### src/rtl/bootrom_copy_engine.sv
// Bootrom copy engine: reads a block of 32-bit words from the bootrom reg-bus
// port and writes each one to a destination reg-bus port, one word in flight.
module bootrom_copy_engine #(
  parameter int unsigned AddrWidth = 32,
  parameter int unsigned DataWidth = 32,
  parameter int unsigned CntWidth  = 16
) (
  input  logic                   clk_i,
  input  logic                   rst_i,
  input  logic                   start_i,
  input  logic [AddrWidth-1:0]   src_addr_i,
  input  logic [AddrWidth-1:0]   dst_addr_i,
  input  logic [CntWidth-1:0]    num_words_i,
  output logic                   busy_o,
  output logic                   done_o,
  output logic                   err_o,
  output logic                   rd_valid_o,
  output logic [AddrWidth-1:0]   rd_addr_o,
  input  logic                   rd_ready_i,
  input  logic [DataWidth-1:0]   rd_rdata_i,
  input  logic                   rd_error_i,
  output logic                   wr_valid_o,
  output logic [AddrWidth-1:0]   wr_addr_o,
  output logic [DataWidth-1:0]   wr_wdata_o,
  output logic [DataWidth/8-1:0] wr_wstrb_o,
  input  logic                   wr_ready_i,
  input  logic                   wr_error_i
);

  typedef enum logic [1:0] {
    IDLE,
    READ,
    WRITE,
    FINISH
  } state_e;

  localparam logic [AddrWidth-1:0] WordMask = ~AddrWidth'(3);
  localparam logic [AddrWidth-1:0] Stride   = AddrWidth'(4);

  state_e               state_q, state_n;
  logic [AddrWidth-1:0] src_q, src_n;
  logic [AddrWidth-1:0] dst_q, dst_n;
  logic [DataWidth-1:0] wdata_q, wdata_n;
  logic [CntWidth-1:0]  cnt_q, cnt_n;
  logic                 err_q, err_n;
  logic                 rd_valid_q, rd_valid_n;
  logic                 wr_valid_q, wr_valid_n;
  logic                 done_q, done_n;
  logic                 busy_q, busy_n;

  // Next-state and datapath update; status/valid flags are decoded from the
  // next state so they come straight out of flops.
  always_comb begin
    state_n = state_q;
    src_n   = src_q;
    dst_n   = dst_q;
    wdata_n = wdata_q;
    cnt_n   = cnt_q;
    err_n   = err_q;

    unique case (state_q)
      IDLE: begin
        if (start_i) begin
          err_n = 1'b0;
          if (num_words_i == '0) begin
            state_n = FINISH;
          end else begin
            src_n   = src_addr_i & WordMask;
            dst_n   = dst_addr_i & WordMask;
            cnt_n   = num_words_i;
            state_n = READ;
          end
        end
      end
      READ: begin
        if (rd_ready_i) begin
          if (rd_error_i) begin
            err_n   = 1'b1;
            state_n = FINISH;
          end else begin
            wdata_n = rd_rdata_i;
            state_n = WRITE;
          end
        end
      end
      WRITE: begin
        if (wr_ready_i) begin
          if (wr_error_i) begin
            err_n   = 1'b1;
            state_n = FINISH;
          end else begin
            src_n   = src_q + Stride;
            dst_n   = dst_q + Stride;
            cnt_n   = cnt_q - CntWidth'(1);
            state_n = (cnt_q == CntWidth'(1)) ? FINISH : READ;
          end
        end
      end
      FINISH: begin
        state_n = IDLE;
      end
      default: begin
        state_n = IDLE;
      end
    endcase

    rd_valid_n = (state_n == READ);
    wr_valid_n = (state_n == WRITE);
    done_n     = (state_n == FINISH);
    busy_n     = (state_n != IDLE);
  end

  // State, datapath and registered output flags.
  always_ff @(posedge clk_i or posedge rst_i) begin
    if (rst_i) begin
      state_q    <= IDLE;
      src_q      <= '0;
      dst_q      <= '0;
      wdata_q    <= '0;
      cnt_q      <= '0;
      err_q      <= 1'b0;
      rd_valid_q <= 1'b0;
      wr_valid_q <= 1'b0;
      done_q     <= 1'b0;
      busy_q     <= 1'b0;
    end else begin
      state_q    <= state_n;
      src_q      <= src_n;
      dst_q      <= dst_n;
      wdata_q    <= wdata_n;
      cnt_q      <= cnt_n;
      err_q      <= err_n;
      rd_valid_q <= rd_valid_n;
      wr_valid_q <= wr_valid_n;
      done_q     <= done_n;
      busy_q     <= busy_n;
    end
  end

  assign busy_o     = busy_q;
  assign done_o     = done_q;
  assign err_o      = err_q;
  assign rd_valid_o = rd_valid_q;
  assign rd_addr_o  = src_q;
  assign wr_valid_o = wr_valid_q;
  assign wr_addr_o  = dst_q;
  assign wr_wdata_o = wdata_q;
  assign wr_wstrb_o = '1;

endmodule

### config.mk
export PLATFORM = sky130hd
export DESIGN_NAME = bootrom_copy_engine
export DESIGN_NICKNAME = d
export VERILOG_FILES = /design/src/rtl/bootrom_copy_engine.sv
export SDC_FILE = /design/constraint.sdc
export NUM_CORES = 1
export LEC_CHECK = 0
export CORE_ASPECT_RATIO = 0.8
export CORE_MARGIN = 5
export CORE_UTILIZATION = 35
export CTS_CLUSTER_SIZE = 25
export DETAILED_ROUTE_END_ITERATION = 16
export PLACE_DENSITY = 0.74
export SYNTH_ARGS = -nofsm -noshare
export SYNTH_HDL_FRONTEND = slang
export SYNTH_SLANG_ARGS = --single-unit
### constraint.sdc
create_clock -name clk_i -period 5.1 [get_ports clk_i]
set_input_delay 0.765 -clock clk_i [delete_from_list [all_inputs] [get_ports clk_i]]
set_output_delay 0.765 -clock clk_i [all_outputs]
set_load 0.05 [all_outputs]
# After elaboration in Yosys (flattened, before gate mapping)
# Index checks and enable logic that the tools add are counted.
# Widths: inputs -> output; s select.
# word_totals
register_bits	119
inputBits	119
output_inout_bits	105
wordCells	65
# classes
add_sub_neg	3
n_eq_ne	14
mux	29
n_bitwise	1
reduce_logical	8
# op_table
operator	n
$mux 32	8
$pmux 32 s2	2
$add 32x3->32 const B	2
$mux 16	4
$pmux 16 s2	1
$eq 16x1->1 const B	1
$logic_not 16->1	1
$sub 16x1->16 const B	1
$ne 2x2->1 const B	7
$mux 2	6
$eq 2x2->1 const B	4
$pmux 2 s4	1
$mux 1	6
$reduce_and 6->1	1
$reduce_and 5->1	1
$eq 2x1->1 const B	2
$reduce_bool 2->1	2
$pmux 1 s3	1
$reduce_and 3->1	1
$reduce_bool 3->1	1
$logic_not 2->1	1
$not 1->1	1

# Longest topological paths before layout
# logic_depth
depth_word	6
mapped_depth	10
mapped_depth_nobuf	7

# Least setup slack after synthesis
# OpenSTA, ideal clock, no wires.
# synth_timing
path_type	flip-flop to flip-flop
start	register dst_q[2] (netlist: wr_addr_o[2])
end	register dst_q[28] (netlist: wr_addr_o[28])
setup_time_ps	90
t_arrival_ps	2165
required_time_ps	5010
setup_slack_ps	2845
path_stages_with_launch	7
period_less_slack_ps	2255
cell_sequence	dfrtp_1 ha_1 nand4_1 nor4_1 and3_1 a22oi_1 o221ai_1
# synth_via
elab_chain_len	4
# synth_rtl
element	line_no	source
start, declared	42	logic [AddrWidth-1:0] dst_q, dst_n;
start signal, assigned	129	dst_q <= dst_n;
$add 32x3->32	93	dst_n = dst_q + Stride;
$mux 32	88	if (wr_error_i) begin
$mux 32	87	if (wr_ready_i) begin
$pmux 32 s2	61	unique case (state_q)
# Every way passes these cells. The select of a mux whose other input is x is not followed.
# A chain may end at the register's enable or synchronous reset.

# Worst setup path after layout
# layout_timing
start	input num_words_i[3]
end	register dst_q[7] (netlist: wr_addr_o[7])
# layout_via
elab_chain_len	3
# layout_rtl
element	line_no	source
start, declared	13	input logic [CntWidth-1:0] num_words_i,
$logic_not 16->1	65	if (num_words_i == '0) begin
$ne 2x2->1 (no source line)	-	
$reduce_and 5->1 (no source line)	-	
# Every way passes these cells.

==> flow_summary.yaml <==
status:
  status: "finished, final reports clean"
clock_network:
  cts-resized-gates: 0
  cts_root_buf: "clkbuf_16"
  clockBufferDepth: 2
  h-tree-depth: 4
  clkSinkCount: 115
  clkTransAtPathRegs_ps: 60
  cts_buffers: 17
  postCtsSetupBuffers: 0
  ctsHoldBuffers: 0
  worstSkewPairLatency_ps: 420
  cts_tree: "yes"
setup_path:
  critPathLaunchType: "input pin"
  required_ps: 5410
  endpoint_kind: "flip-flop"
  path_cells: "clkdlybuf4s50_1, nor4_1, a41oi_1, o21ai_4, buf_12, a21oi_1, o22a_1"
  critPathKind: "input pin to flip-flop"
  crit_buf_inv: 2
  reg2reg_depth: 8
  critical_path.max_fanout: 35
  arrival_ps: 3690
  crit_cells: 7
  r2r_slack_ps: 1780
  r2r-start: "state_q[0]"
  rr_endpoint: "rd_addr_o[6]"
  crit_slowest_cell: "o21ai_4"
  max_stage_delay_ps: 800
  path_delay_family: "compound AO/OA/AOI/OAI gates"
  crit_end: "wr_addr_o[7]"
  startpoint: "num_words_i[3]"
global_route:
  grt_max_degree: 85
  grt_pass1_vias: 6308
  grt_usage_pct: 19.6
  overflow: 0
  grt_pass1_wl_microns: 34300
  antenna_found_initial: 0
pwr:
  ir_drop_mv: 0.464
  p_switching_mw: 3.80
  power_frac_seq_pct: 26.0
  power_frac_clock_pct: 16.6
  p_leak_nw: 3.64
  p_sw_share_pct: 50.7
  p_per_area_mw_per_mm2: 782
  p_total_mw: 7.48
  p_int_mw: 3.69
  p_comb_share_pct: 57.4
yosys:
  synth_fa_ha_area_share_pct: 1.70
  synth_edf_count: 0
  synth.avg_cell_area_sq_um: 9.18
  synthXorXnorAreaFrac_pct: 0
  synthMuxAreaShare_pct: 6.51
  netlist_top_cells_count: "dfrtp_1 (115), a21oi_1 (72), nand2_1 (68), nand3_1 (48), nor2_1 (38)"
  ys.flop_type: "dfrtp_1"
  synth_area_leaders: "dfrtp_1 (43%), mux2_2 (5.6%), a21oi_1 (5.4%), nand2_1 (3.9%), nand3_1 (3.6%)"
  ys_seq_area_share_pct: 43.4
  ys_types: 65
  ys.warnings.count: 0
  synth_most_common_cell: "dfrtp_1"
  synth-seq-cells: 115
  yosysTopAreaCellShare_pct: 43.4
  syn_area_sq_mm: 0.00663
  synthSimpleGateAreaFrac_pct: 20.5
  yosysTopAreaCell: "dfrtp_1"
  synth_compound_area_share_pct: 22.9
  syn_inst: 722
  synth_top_family_by_area: "compound AO/OA/AOI/OAI gates"
  async_reset_ff_share_pct: 100
sta:
  drv_slew: 0
  fin_crit_sh_pct: 66.4
  hold_slack_ps: 503
  slew_headroom_pct: 29.2
  fmax_mhz: 295
  final.setup.tns_ps: 0
  finalSetupViolations: 0
  hold_viol_final: 0
  tightest_slew_ps: 1060
  finClkSkew_ps: 13.9
  period_needed_ps: 3390
  setup_slack_ps: 1710
  rsz0062_at_grt: "false"
floorplan:
  num_rows: 45
  design.core.area_sq_mm: 0.0188
  die_area_sq_mm: 0.0218
  fp.dieW_microns: 164
  start_util_pct: 35.2
  num_io_pins: 224
  die_y_microns: 133
finish:
  postLayoutCoreUtil_pct: 50.9
  layout-drive-gt1-share_pct: 9.92
  fin_cells: 1185
  finalNetCount: 1042
  area_delta_synth_final_pct: 44.3
  n_fill_cell: 1748
  fin_area_sq_mm: 0.00956
  diodes: 0
route:
  vias_per_cell: 5.56
  drtAntennaViolNets: 0
  drt-total-wl_microns: 21500
  drtPass1Iterations: 6
  wl_per_cell_microns: 18.1
  vias: 6591
  dr.first_iter.drc_count: 572
  drc_errors: 0
place:
  io_buffer_count: 211
  placed_area_sq_mm: 0.00895
  dp.cells: 1153
  gp_congestion: 0.878
  place_ws_ps: 1320
  dp_hpwl_microns: 15200
run:
  cap_violations: 0
hold_path:
  min_path_type: "flip-flop to flip-flop"
cells by family (layout without fill, tap and decap cells):
kind of cell / count (synthesis) / count (layout)
fa+ha+maj: 9 / 9
flops: 115 / 115
compound gates: 230 / 230
mux: 39 / 39
buf+inv: 72 / 271
simple gates: 255 / 255
other cells: 2 / 8
area by class of cell:
cell class                 count  area, sq um  share of cell area, %
sequential                   115         2880                   30.1
timing repair buffer         218         2190                   22.9
multi-input combinational    541         3480                   36.4
tap                          258          323                   3.38
inverter                      21         81.3                  0.850
clock inverter                15          184                   1.92
clock buffer                  17          425                   4.45
placed cells by master, fill, tap and decap left out, types with 4 or more instances in the layout:
master / n
clkdlybuf4s50_1: 211
dfrtp_1: 115
a21oi_1: 71
nand2_1: 68
nand3_1: 48
nor2_1: 38
o22ai_1: 37
mux2_2: 33
o21ai_0: 31
nand4_1: 22
inv_1: 20
a2bb2oi_1: 18
clkbuf_16: 17
nor3_1: 15
and3_1: 11
nor4_1: 11
a22oi_1: 9
o31ai_1: 9
and4_1: 8
ha_1: 8
conb_1: 8
mux2i_1: 6
o32ai_1: 6
clkinvlp_4: 6
o211ai_1: 5
buf_4: 5
and2_1: 4
nand2b_1: 4
o21a_1: 4
o41ai_1: 4
power by group through the flow:
stage / clock network [mW] / registers, mW / logic, mW
2_1_floorplan: 0 / 3.14 / 1.68
3_3_place_gp: 0 / 1.92 / 4.25
3_5_place_dp: 0 / 1.94 / 4.30
4_1_cts: 1.26 / 1.93 / 4.32
5_1_grt: 1.31 / 2.03 / 4.60
6_report: 1.24 / 1.95 / 4.30
state kept, by name, indices dropped and copies added (netlist names):
name and cells:
cnt_q 16, wr_addr_o 30, done_o 1, wr_valid_o 1
busy_o 1, state_q 2, wr_wdata_o 32, rd_addr_o 30
err_o 1, rd_valid_o 1
worst min-delay path by stage:
stage,startpoint,to,slack [ps],cells after the start
after detailed placement,wr_wdata_o[4],wr_wdata_o[4],490,1
final,wr_wdata_o[26],wr_wdata_o[26],500,1
after global routing,wr_wdata_o[7],wr_wdata_o[7],510,1
after global placement,wr_wdata_o[6],wr_wdata_o[6],490,1
after floorplan,cnt_q[0],cnt_q[0],520,2
after CTS,wr_wdata_o[4],wr_wdata_o[4],510,1
metal layers:
metal  routed length, microns  up-vias  share of wire, %  GRT usage [%]
met2                     9670      266                45           28.9
met4                      417        0               1.9           6.29
met3                     1700       34               7.9           6.10
li1                         -     3137                 -              -
met1                     9690     3154                45           27.5
met5                        0        -                 0              0
(Power assumes the default switching activity.)
